## src/rtl/parity_monitor.sv

```systemverilog
// Parity monitor: checks each lane of a qualified word against its received parity,
// reports per-lane errors one cycle later and tracks erroneous words with a
// saturating counter, a sticky flag and a threshold alarm.
module parity_monitor #(
   parameter int unsigned DATA_WIDTH  = 8,
   parameter int unsigned NUM_LANES   = 4,
   parameter int unsigned PARITY_TYPE = 0,
   parameter int unsigned CNT_WIDTH   = 16,
   parameter int unsigned ERR_THRESH  = 4
) (
   input  logic                            clk,
   input  logic                            rst,
   input  logic [DATA_WIDTH*NUM_LANES-1:0] data_in,
   input  logic [NUM_LANES-1:0]            parity_in,
   input  logic                            valid_in,
   input  logic                            clear_in,
   output logic                            valid_out,
   output logic [NUM_LANES-1:0]            lane_err_out,
   output logic                            err_out,
   output logic [CNT_WIDTH-1:0]            err_count_out,
   output logic                            sticky_err_out,
   output logic                            alarm_out,
   output logic [1:0]                      state_out
);

   // Comparison width wide enough for both the counter and the 32-bit threshold
   localparam int unsigned    CMP_W    = (CNT_WIDTH > 32) ? CNT_WIDTH : 32;
   localparam logic           PAR_INV  = 1'(PARITY_TYPE);
   localparam logic           ALARM_EN = (ERR_THRESH != 0);
   localparam logic [CNT_WIDTH-1:0] CNT_MAX = '1;

   typedef enum logic [1:0] {
      ST_OK    = 2'd0,
      ST_ERR   = 2'd1,
      ST_ALARM = 2'd2
   } state_t;

   state_t                 state_q;
   logic                   valid_q;
   logic [NUM_LANES-1:0]   lane_err_q;
   logic                   err_q;
   logic [CNT_WIDTH-1:0]   cnt_q;
   logic [CNT_WIDTH-1:0]   cnt_d;
   logic                   sticky_q;
   logic                   alarm_q;

   logic [NUM_LANES-1:0]   lane_err_c;
   logic                   word_hit_c;
   logic                   thresh_hit_c;

   // Per-lane parity check of the incoming word
   always_comb begin
      lane_err_c = '0;
      for (int i = 0; i < int'(NUM_LANES); i++) begin
         lane_err_c[i] = (^data_in[i*DATA_WIDTH +: DATA_WIDTH]) ^ parity_in[i] ^ PAR_INV;
      end
   end

   // Counted error word, next count (clear wins, saturates at max) and threshold test
   always_comb begin
      word_hit_c = valid_in & (|lane_err_c) & ~clear_in;
      cnt_d      = cnt_q;
      if (clear_in) begin
         cnt_d = '0;
      end else if (word_hit_c && (cnt_q != CNT_MAX)) begin
         cnt_d = cnt_q + CNT_WIDTH'(1);
      end
      thresh_hit_c = ALARM_EN && (CMP_W'(cnt_d) >= CMP_W'(ERR_THRESH));
   end

   // Result pipeline stage and error counter
   always_ff @(posedge clk or posedge rst) begin
      if (rst) begin
         valid_q    <= 1'b0;
         lane_err_q <= '0;
         err_q      <= 1'b0;
         cnt_q      <= '0;
      end else begin
         valid_q    <= valid_in;
         lane_err_q <= valid_in ? lane_err_c : '0;
         err_q      <= valid_in & (|lane_err_c);
         cnt_q      <= cnt_d;
      end
   end

   // Monitor FSM with registered sticky/alarm decodes
   always_ff @(posedge clk or posedge rst) begin
      if (rst) begin
         state_q  <= ST_OK;
         sticky_q <= 1'b0;
         alarm_q  <= 1'b0;
      end else if (clear_in) begin
         state_q  <= ST_OK;
         sticky_q <= 1'b0;
         alarm_q  <= 1'b0;
      end else begin
         case (state_q)
            ST_OK, ST_ERR: begin
               if (word_hit_c) begin
                  if (thresh_hit_c) begin
                     state_q  <= ST_ALARM;
                     sticky_q <= 1'b1;
                     alarm_q  <= 1'b1;
                  end else begin
                     state_q  <= ST_ERR;
                     sticky_q <= 1'b1;
                     alarm_q  <= 1'b0;
                  end
               end
            end
            ST_ALARM: begin
               state_q  <= ST_ALARM;
               sticky_q <= 1'b1;
               alarm_q  <= 1'b1;
            end
            default: begin
               state_q  <= ST_OK;
               sticky_q <= 1'b0;
               alarm_q  <= 1'b0;
            end
         endcase
      end
   end

   assign valid_out      = valid_q;
   assign lane_err_out   = lane_err_q;
   assign err_out        = err_q;
   assign err_count_out  = cnt_q;
   assign sticky_err_out = sticky_q;
   assign alarm_out      = alarm_q;
   assign state_out      = state_q;

endmodule

```

## config.mk

```make
export PLATFORM = sky130hd
export DESIGN_NAME = parity_monitor
export DESIGN_NICKNAME = d
export VERILOG_FILES = /design/src/rtl/parity_monitor.sv
export SDC_FILE = /design/constraint.sdc
export NUM_CORES = 1
export LEC_CHECK = 0
export BUFFER_PORTS_ARGS = -buffer_cell sky130_fd_sc_hd__buf_2
export CAP_MARGIN = 40
export CORE_ASPECT_RATIO = 1.75
export CORE_MARGIN = 2
export CORE_UTILIZATION = 29
export CTS_CLUSTER_SIZE = 24
export DETAILED_ROUTE_END_ITERATION = 10
export PLACE_DENSITY_LB_ADDON = 0.25
export SETUP_SLACK_MARGIN = 0.5
export SLEW_MARGIN = 40
export SYNTH_ARGS = -nofsm -noshare
export SYNTH_HDL_FRONTEND = slang
export SYNTH_SLANG_ARGS = --single-unit
```

## constraint.sdc

```tcl
create_clock -name clk -period 4.85 [get_ports clk]
set_clock_uncertainty 0.15 [all_clocks]
set_input_delay 0.485 -clock clk [delete_from_list [all_inputs] [get_ports clk]]
set_output_delay 0.485 -clock clk [all_outputs]
set_load 0.01 [all_outputs]
```

==> metrics, run 1 <==
antenna violations before repair 0; Slew HR 50.6%; post-synthesis sequential area ratio 39.5%; total clock sinks 25; Final Instance Area 1980 µm²; grt ovf 0; Total Routing Usage GR 12.4%; CP Class reg -> reg; Inst Count DP 271; outcome completed; post-synthesis register bit count 25; crit path max fanout 8; Critical Path Source Type flip-flop; crit path cell chain ha_1 > and3_1 > and4_1 > nor3_1 > and3_2 > a31oi_1 > nor4_2 > a41o_1; WP data required 4.90 ns; max-slew violation count 0; Die ar. 6090 µm²; Starting Density 30.1%; clock transition at the registers of the reported paths 0.09 ns; DRC 0; CP bufs+invs 0; Hold WC Path Type in -> async; Fill cells 543; post-DR vias/cell 5.00; Place WS 1.65 ns; Synth cell types 40; Clock Latency Late Sink 0.26 ns; Clock Tree Buf Depth 2; CP startpoint err_count_out[0]$_DFF_PP0_; Worst R2R Start err_count_out[0]$_DFF_PP0_; Root Buffer clkbuf_8; Final Hold Viols 0; Power, Total 498 µW; reg2reg path depth 8; initial DRC count 19; CTS tree built; Mean Syn Cell Area 10.1 µm²; number of max-cap violations 0; CP top delay family simple AND/OR/NAND/NOR gates; hold buffer count at CTS 0; Crit. End Element flip-flop; detail-routed net length per standard cell 13.5 µm; Post-Syn Area 1580 µm²; post-layout minimum cycle time 3.02 ns; nets@finish 262; Mapped Cells 156; Ant. Diodes 0; Die H 102 µm; Reg2Reg Setup Slack 1.83 ns; cts bufs inserted 3; Via Count 1,374; Stages on worst setup path 8; EDFF count, synth 0; die width 59.8 µm; leading register cell type out of synthesis dfrtp_1; port buffer count 65; # IOs 66; antenna viol nets, final 0; drt pass-1 iters 4; post-CTS sizing 0; CP endpoint state_out[0]$_DFFE_PP0P_; Placed Area 1940 µm²; Post-Syn Nets 197; Crit path arrival time 3.07 ns; Worst-Margin Slew 0.735 ns; commonest non-fill, non-tap cell in the layout buf_2; largest net degree at the start of global routing 26; row count 35; Core Area 5260 µm²; RSZ-0062 raised after global routing false; area delta synth->final 25.4%; first-pass GRT wire length 5910 µm; PD cells 251 nW/µm²; DRT Wirelength 3720 µm; RePlAce Congestion 0.714; Period Utilization, post-route 62.3%; post-route setup slack 1.83 ns; vias in the first global route 1,363; top cell type by total area after synthesis dfrtp_1; CP peak stage delay 0.62 ns; H-tree levels 1; share of flip-flops with an asynchronous set or reset 100%; Pleak 0.00101 µW; worst vdd ir 0.000126 V; Synth Warn # 0; Detailed Place HPWL 2850 µm; # setup viols final 0; area share of the largest cell type after synthesis 39.5%; commonest cells after routing, fill and taps aside buf_2, dfrtp_1, xnor2_1; share of cells above drive strength 1 35.5%; CP max-delay cell nor3_1; final std cells w/o fill 275; reg-to-reg critical path endpoint state_out[0]$_DFFE_PP0P_; setup TNS 0 ns; setup bufs post-CTS 0; fmax 331 MHz; ranking of synthesized cells by area dfrtp_1, xnor2_1, xor2_1
power breakdown:
| part | total [µW] | switching (µW) | internal (µW) |
|---|---|---|---|
| clock network | 121 | 62.8 | 58.6 |
| registers | 235 | 11.1 | 224 |
| logic | 141 | 70.5 | 70.8 |
| total | 498 | 144 | 354 |
worst min-delay path by stage:
stage / startpoint / end / slack, ns / cells after the start
2_1_floorplan: rst / err_count_out[0]$_DFF_PP0_ / 0.36 / 1
3_3_place_gp: sticky_err_out$_DFFE_PP0P_ / sticky_err_out$_DFFE_PP0P_ / 0.34 / 1
3_5_place_dp: sticky_err_out$_DFFE_PP0P_ / sticky_err_out$_DFFE_PP0P_ / 0.35 / 1
4_1_cts: rst / err_out$_DFF_PP0_ / 0.12 / 2
5_1_grt: rst / err_count_out[11]$_DFF_PP0_ / 0.16 / 2
6_report: rst / err_out$_DFF_PP0_ / 0.10 / 2
routing by layer:
metal / track usage [%] / wire length (µm) / vias to the layer above / part of all wire (%)
met5: 0 / 0 / - / 0
met4: 4.44 / 41 / 0 / 1.1
met3: 2.17 / 258 / 4 / 6.9
met2: 22.5 / 1920 / 51 / 52
met1: 13.8 / 1490 / 635 / 40
li1: - / - / 684 / -
worst register-to-register path, delay by kind of cell (launching register included):
kind	cells	cell delay [ns]
flip-flops	1	0.48
AND/OR/NAND/NOR	5	1.71
adder cells (fa/ha/maj)	1	0.32
AO/OA/AOI/OAI	2	0.32
layout make-up:
cell class | count | area, µm² | share of cell area (%)
timing repair buffer | 65 | 325 | 16.4
clock buffer | 4 | 45.0 | 2.27
multi-input combinational | 121 | 901 | 45.4
inverter | 5 | 18.8 | 0.946
sequential | 25 | 626 | 31.5
tap | 55 | 68.8 | 3.47
synthesized netlist by cell type (2+ instances only):
cell      instances
and3_2            2
nor2b_1           3
and4_1            3
clkbuf_1          2
and3_1            3
xnor3_1           4
a21oi_1           5
dfrtp_1          25
inv_1             4
nand2_1           6
a31oi_1           2
nor4_1            3
or3_1             2
o21ai_0           3
xor2_1           14
buf_6             2
xnor2_1          20
nor3_1            4
nand3_1           3
nand4_1           7
nor2_1           19
o31ai_1           2
metrics by stage:
stage	util, %	hold slack, ns
3_3_place_gp	36.9	0.339
5_1_grt	37.8	0.156
4_1_cts	37.8	0.125
2_1_floorplan	-	0.362
3_5_place_dp	36.9	0.348
6_report	37.8	0.100
registers in the layout (all words and copies together), names as in the netlist:
| signal | cells |
|---|---|
| err_count_out | 16 |
| lane_err_out | 4 |
| state_out | 2 |
| err_out | 1 |
| sticky_err_out | 1 |
| valid_out | 1 |
cells by family after synthesis:
kind of cell	after synthesis	synth area share [%]
flops	25	39.5
xor+xnor	38	24.5
mux	2	1.34
simple gates	59	20.2
buf+inv	10	3.56
compound gates	21	10.0
fa+ha+maj	1	0.790
No activity file was read; power rests on OpenSTA's default activity.
==> run 2: changes to the inputs <==
Settings changed: ABC_AREA from default to 1.
Clock period 4.85 ns to 2.48 ns, I/O delays scaled along.
==> run 2 against run 1 <==
First-iteration DRC count rose to 8.7 times the previous value. Fmax up 39%. Total power up 130%. Via count up 68%. Sequential share of layout area down 11 points. Cell area up 51%. Global-route usage up 4.1 points. Die area up 31%. Critical path type unchanged. Final cell count up 82%. Worst setup slack worse by 1.5 ns.
==> metrics, run 2 <==
WHS Endpoint valid_out$_DFF_PP0_; Synth top cells by count nand2_1, inv_1, nor2_1 (was dfrtp_1, xnor2_1, nor2_1); Routed met3 length 282 µm (was 258 µm); max-slew violation count 0 (unchanged); Placed Area 2590 µm² (was 1940 µm²); share of flip-flops with an asynchronous set or reset 100% (unchanged); EDFF count, synth 0 (unchanged); Mean Syn Cell Area 6.67 µm² (was 10.1 µm²); area share of the largest cell type after synthesis 29.7% (was 39.5%); reg-to-reg critical path endpoint state_out[1]$_DFFE_PP0P_ (was state_out[0]$_DFFE_PP0P_); crit path cell chain ha_4 > nand3_4 > nor3_4 > nand4_2 > nor2_2 > inv_2 > nand4_4 > buf_6 > nand2_1 > nand2_1 > inv_1 > nand3_2 > nor2_1 > nand2_1 > nor2_1 > nor2_1 (was ha_1 > and3_1 > and4_1 > nor3_1 > and3_2 > a31oi_1 > nor4_2 > a41o_1); Slew HR 68.5% (was 50.6%); Die ar. 8000 µm² (was 6090 µm²); Die H 117 µm (was 102 µm); drt pass-1 iters 4 (unchanged); Clock Latency Late Sink 0.26 ns (about the same); CP peak stage delay 0.43 ns (was 0.62 ns); Hold WC Path Type in -> reg (was in -> async); Reg2Reg Setup Slack 0.31 ns (was 1.83 ns); DRC 0 (unchanged); commonest cells after routing, fill and taps aside nand2_1, buf_2, inv_1 (was buf_2, dfrtp_1, xnor2_1); Total Routing Usage GR 16.5% (was 12.4%); worst vdd ir 0.000209 V (was 0.000126 V); Worst R2R Start err_count_out[0]$_DFF_PP0_ (unchanged); share of cells above drive strength 1 38.3% (was 35.5%); Synth Warn # 0 (unchanged); first-pass GRT wire length 9830 µm (was 5910 µm); post-synthesis register bit count 25 (unchanged); number of max-cap violations 0 (unchanged); Fill cells 763 (was 543); top cell type by total area after synthesis dfrtp_1 (unchanged); fmax 462 MHz (was 331 MHz); CP Class reg -> reg (unchanged); commonest non-fill, non-tap cell in the layout nand2_1 (was buf_2); post-route setup slack 0.314 ns (was 1.83 ns); Power, Total 1140 µW (was 498 µW); port buffer count 65 (unchanged); clock transition at the registers of the reported paths 0.07 ns (was 0.09 ns); Ant. Diodes 0 (unchanged); Crit. End Element flip-flop (unchanged); WP data required 2.49 ns (was 4.90 ns); PD cells 381 nW/µm² (was 251 nW/µm²); max layer used met4 (unchanged); antenna viol nets, final 0 (unchanged); min-delay src valid_in; row count 41 (was 35); Post-Syn Area 2110 µm² (was 1580 µm²); crit path max fanout 6 (was 8); die width 68.5 µm (was 59.8 µm); Via Count 2,305 (was 1,374); area of the multi-input gates 1370 µm² (was 901 µm²); final std cells w/o fill 501 (was 275); Starting Density 29.6% (was 30.1%); outcome completed (unchanged); # setup viols final 0 (unchanged); total clock sinks 25 (unchanged); Clock Tree Buf Depth 2 (unchanged); post-synthesis sequential area ratio 29.7% (was 39.5%); Inst Count DP 475 (was 271); reg2reg path depth 16 (was 8); Period Utilization, post-route 87.3% (was 62.3%); CP top delay family simple AND/OR/NAND/NOR gates (unchanged); detail-routed net length per standard cell 12.3 µm (was 13.5 µm); Root Buffer clkbuf_16 (was clkbuf_8); top-count cell post-synth nand2_1 (was dfrtp_1); cts bufs inserted 3 (unchanged); WL met2 3480 µm (was 1920 µm); Detailed Place HPWL 4850 µm (was 2850 µm); CP max-delay cell dfrtp_2 (was nor3_1); ranking of synthesized cells by area dfrtp_1, nand2_1, inv_1 (was dfrtp_1, xnor2_1, xor2_1); Critical Path Source Type flip-flop (unchanged); Final Hold Viols 0 (unchanged); Largest register FFs 16 (unchanged); Worst-Margin Slew 0.472 ns (was 0.735 ns); nets@finish 457 (was 262); Metal-1 WL 2070 µm (was 1490 µm); leading register cell type out of synthesis dfrtp_1 (unchanged); Mapped Cells 316 (was 156); setup TNS 0 ns (unchanged); CP bufs+invs 3 (was 0); Place WS 0.0603 ns (was 1.65 ns); sequential cell area 631 µm² (was 626 µm²); Crit path arrival time 2.18 ns (was 3.07 ns); post-DR vias/cell 4.60 (was 5.00); DRT Wirelength 6140 µm (was 3720 µm); CTS tree built (unchanged); Pleak 0.00175 µW (was 0.00101 µW); Post-Syn Nets 357 (was 197); Core Area 7130 µm² (was 5260 µm²); vias in the first global route 2,237 (was 1,363); area delta synth->final 42.5% (was 25.4%); # IOs 66 (unchanged); post-layout minimum cycle time 2.17 ns (was 3.02 ns); RSZ-0062 raised after global routing true (was false); H-tree levels 1 (unchanged); antenna violations before repair 0 (unchanged); Synth cell types 29 (was 40); largest net degree at the start of global routing 23 (was 26); initial DRC count 166 (was 19); grt ovf 0 (unchanged); Final Instance Area 3000 µm² (was 1980 µm²); RePlAce Congestion 0.897 (was 0.714); hold depth 1
run 2: cell types whose count changed after synthesis, moves of 5 or more:
| cell | delta |
|---|---|
| nand3_1 | +24 |
| nand2_2 | +12 |
| nor2_1 | +10 |
| xnor2_1 | -9 |
| xor2_1 | +5 |
| nand3_2 | +5 |
| nand2_1 | +95 |
| inv_1 | +46 |
run 2: worst register-to-register path, delay by kind of cell, from the launching register on:
kind | cells | cell delay (ns)
and+or+nand+nor | 12 | 0.94
DFF | 1 | 0.43
buffers and inverters | 3 | 0.37
adders and majority gates | 1 | 0.17
run 2: repair_timing:
| item | in CTS | in global routing |
|---|---|---|
| endpoints found under the setup margin | 11 | 13 |
| gates resized for setup | 15 | 28 |
| pin swaps | 6 | 14 |
| hold endpoints to repair | 20 | 0 |
| setup buffers | 13 | 8 |
| hold buffers | 1 | 0 |
run 2: area by class of cell:
| type | instances | area share, % |
|---|---|---|
| Multi-Input combinational cell | 233 | 45.6 |
| Sequential cell | 25 | 21.0 |
| Timing Repair Buffer | 99 | 20.4 |
| Inverter | 54 | 6.79 |
| Tap cell | 86 | 3.58 |
| Clock buffer | 4 | 2.62 |
run 2: report_power, final:
part           switching, µW  internal (µW)
Clock                    148            220
Sequential              17.8            432
Combinational            187            139
run 2: worst max path at each step:
stage,cells after the start,end,from
2_1_floorplan,15,state_out[1]$_DFFE_PP0P_,err_count_out[1]$_DFF_PP0_
3_3_place_gp,20,state_out[1]$_DFFE_PP0P_,data_in[0]
3_5_place_dp,20,state_out[1]$_DFFE_PP0P_,data_in[0]
4_1_cts,14,state_out[1]$_DFFE_PP0P_,err_count_out[0]$_DFF_PP0_
5_1_grt,16,state_out[1]$_DFFE_PP0P_,err_count_out[1]$_DFF_PP0_
6_report,16,state_out[1]$_DFFE_PP0P_,err_count_out[0]$_DFF_PP0_
run 2: logic make-up (layout without fill, tap and decap cells):
| logic type | after synthesis | count (layout) | share of synthesized area (%) |
|---|---|---|---|
| AND/OR/NAND/NOR | 198 | 198 | 44.2 |
| buffers and inverters | 58 | 157 | 11.8 |
| XOR/XNOR | 30 | 30 | 12.5 |
| flip-flops | 25 | 25 | 29.7 |
| AO/OA/AOI/OAI | 4 | 4 | 1.31 |
| adder cells (fa/ha/maj) | 1 | 1 | 0.593 |
run 2: stage by stage:
step | util (%) | hold slack, ns
detailed placement | 36.3 | 0.146
CTS | 39.8 | 0.0481
global route | 42.1 | 0.0397
global placement | 36.3 | 0.317
floorplan | - | 0.125
finish | 42.1 | 0.0473
run 2: layer usage:
metal  up-vias  GRT usage (%)
li1       1170              -
met1      1049           15.8
met2        71           32.0
met3        15           1.72
met4         0           9.47
met5         -              0
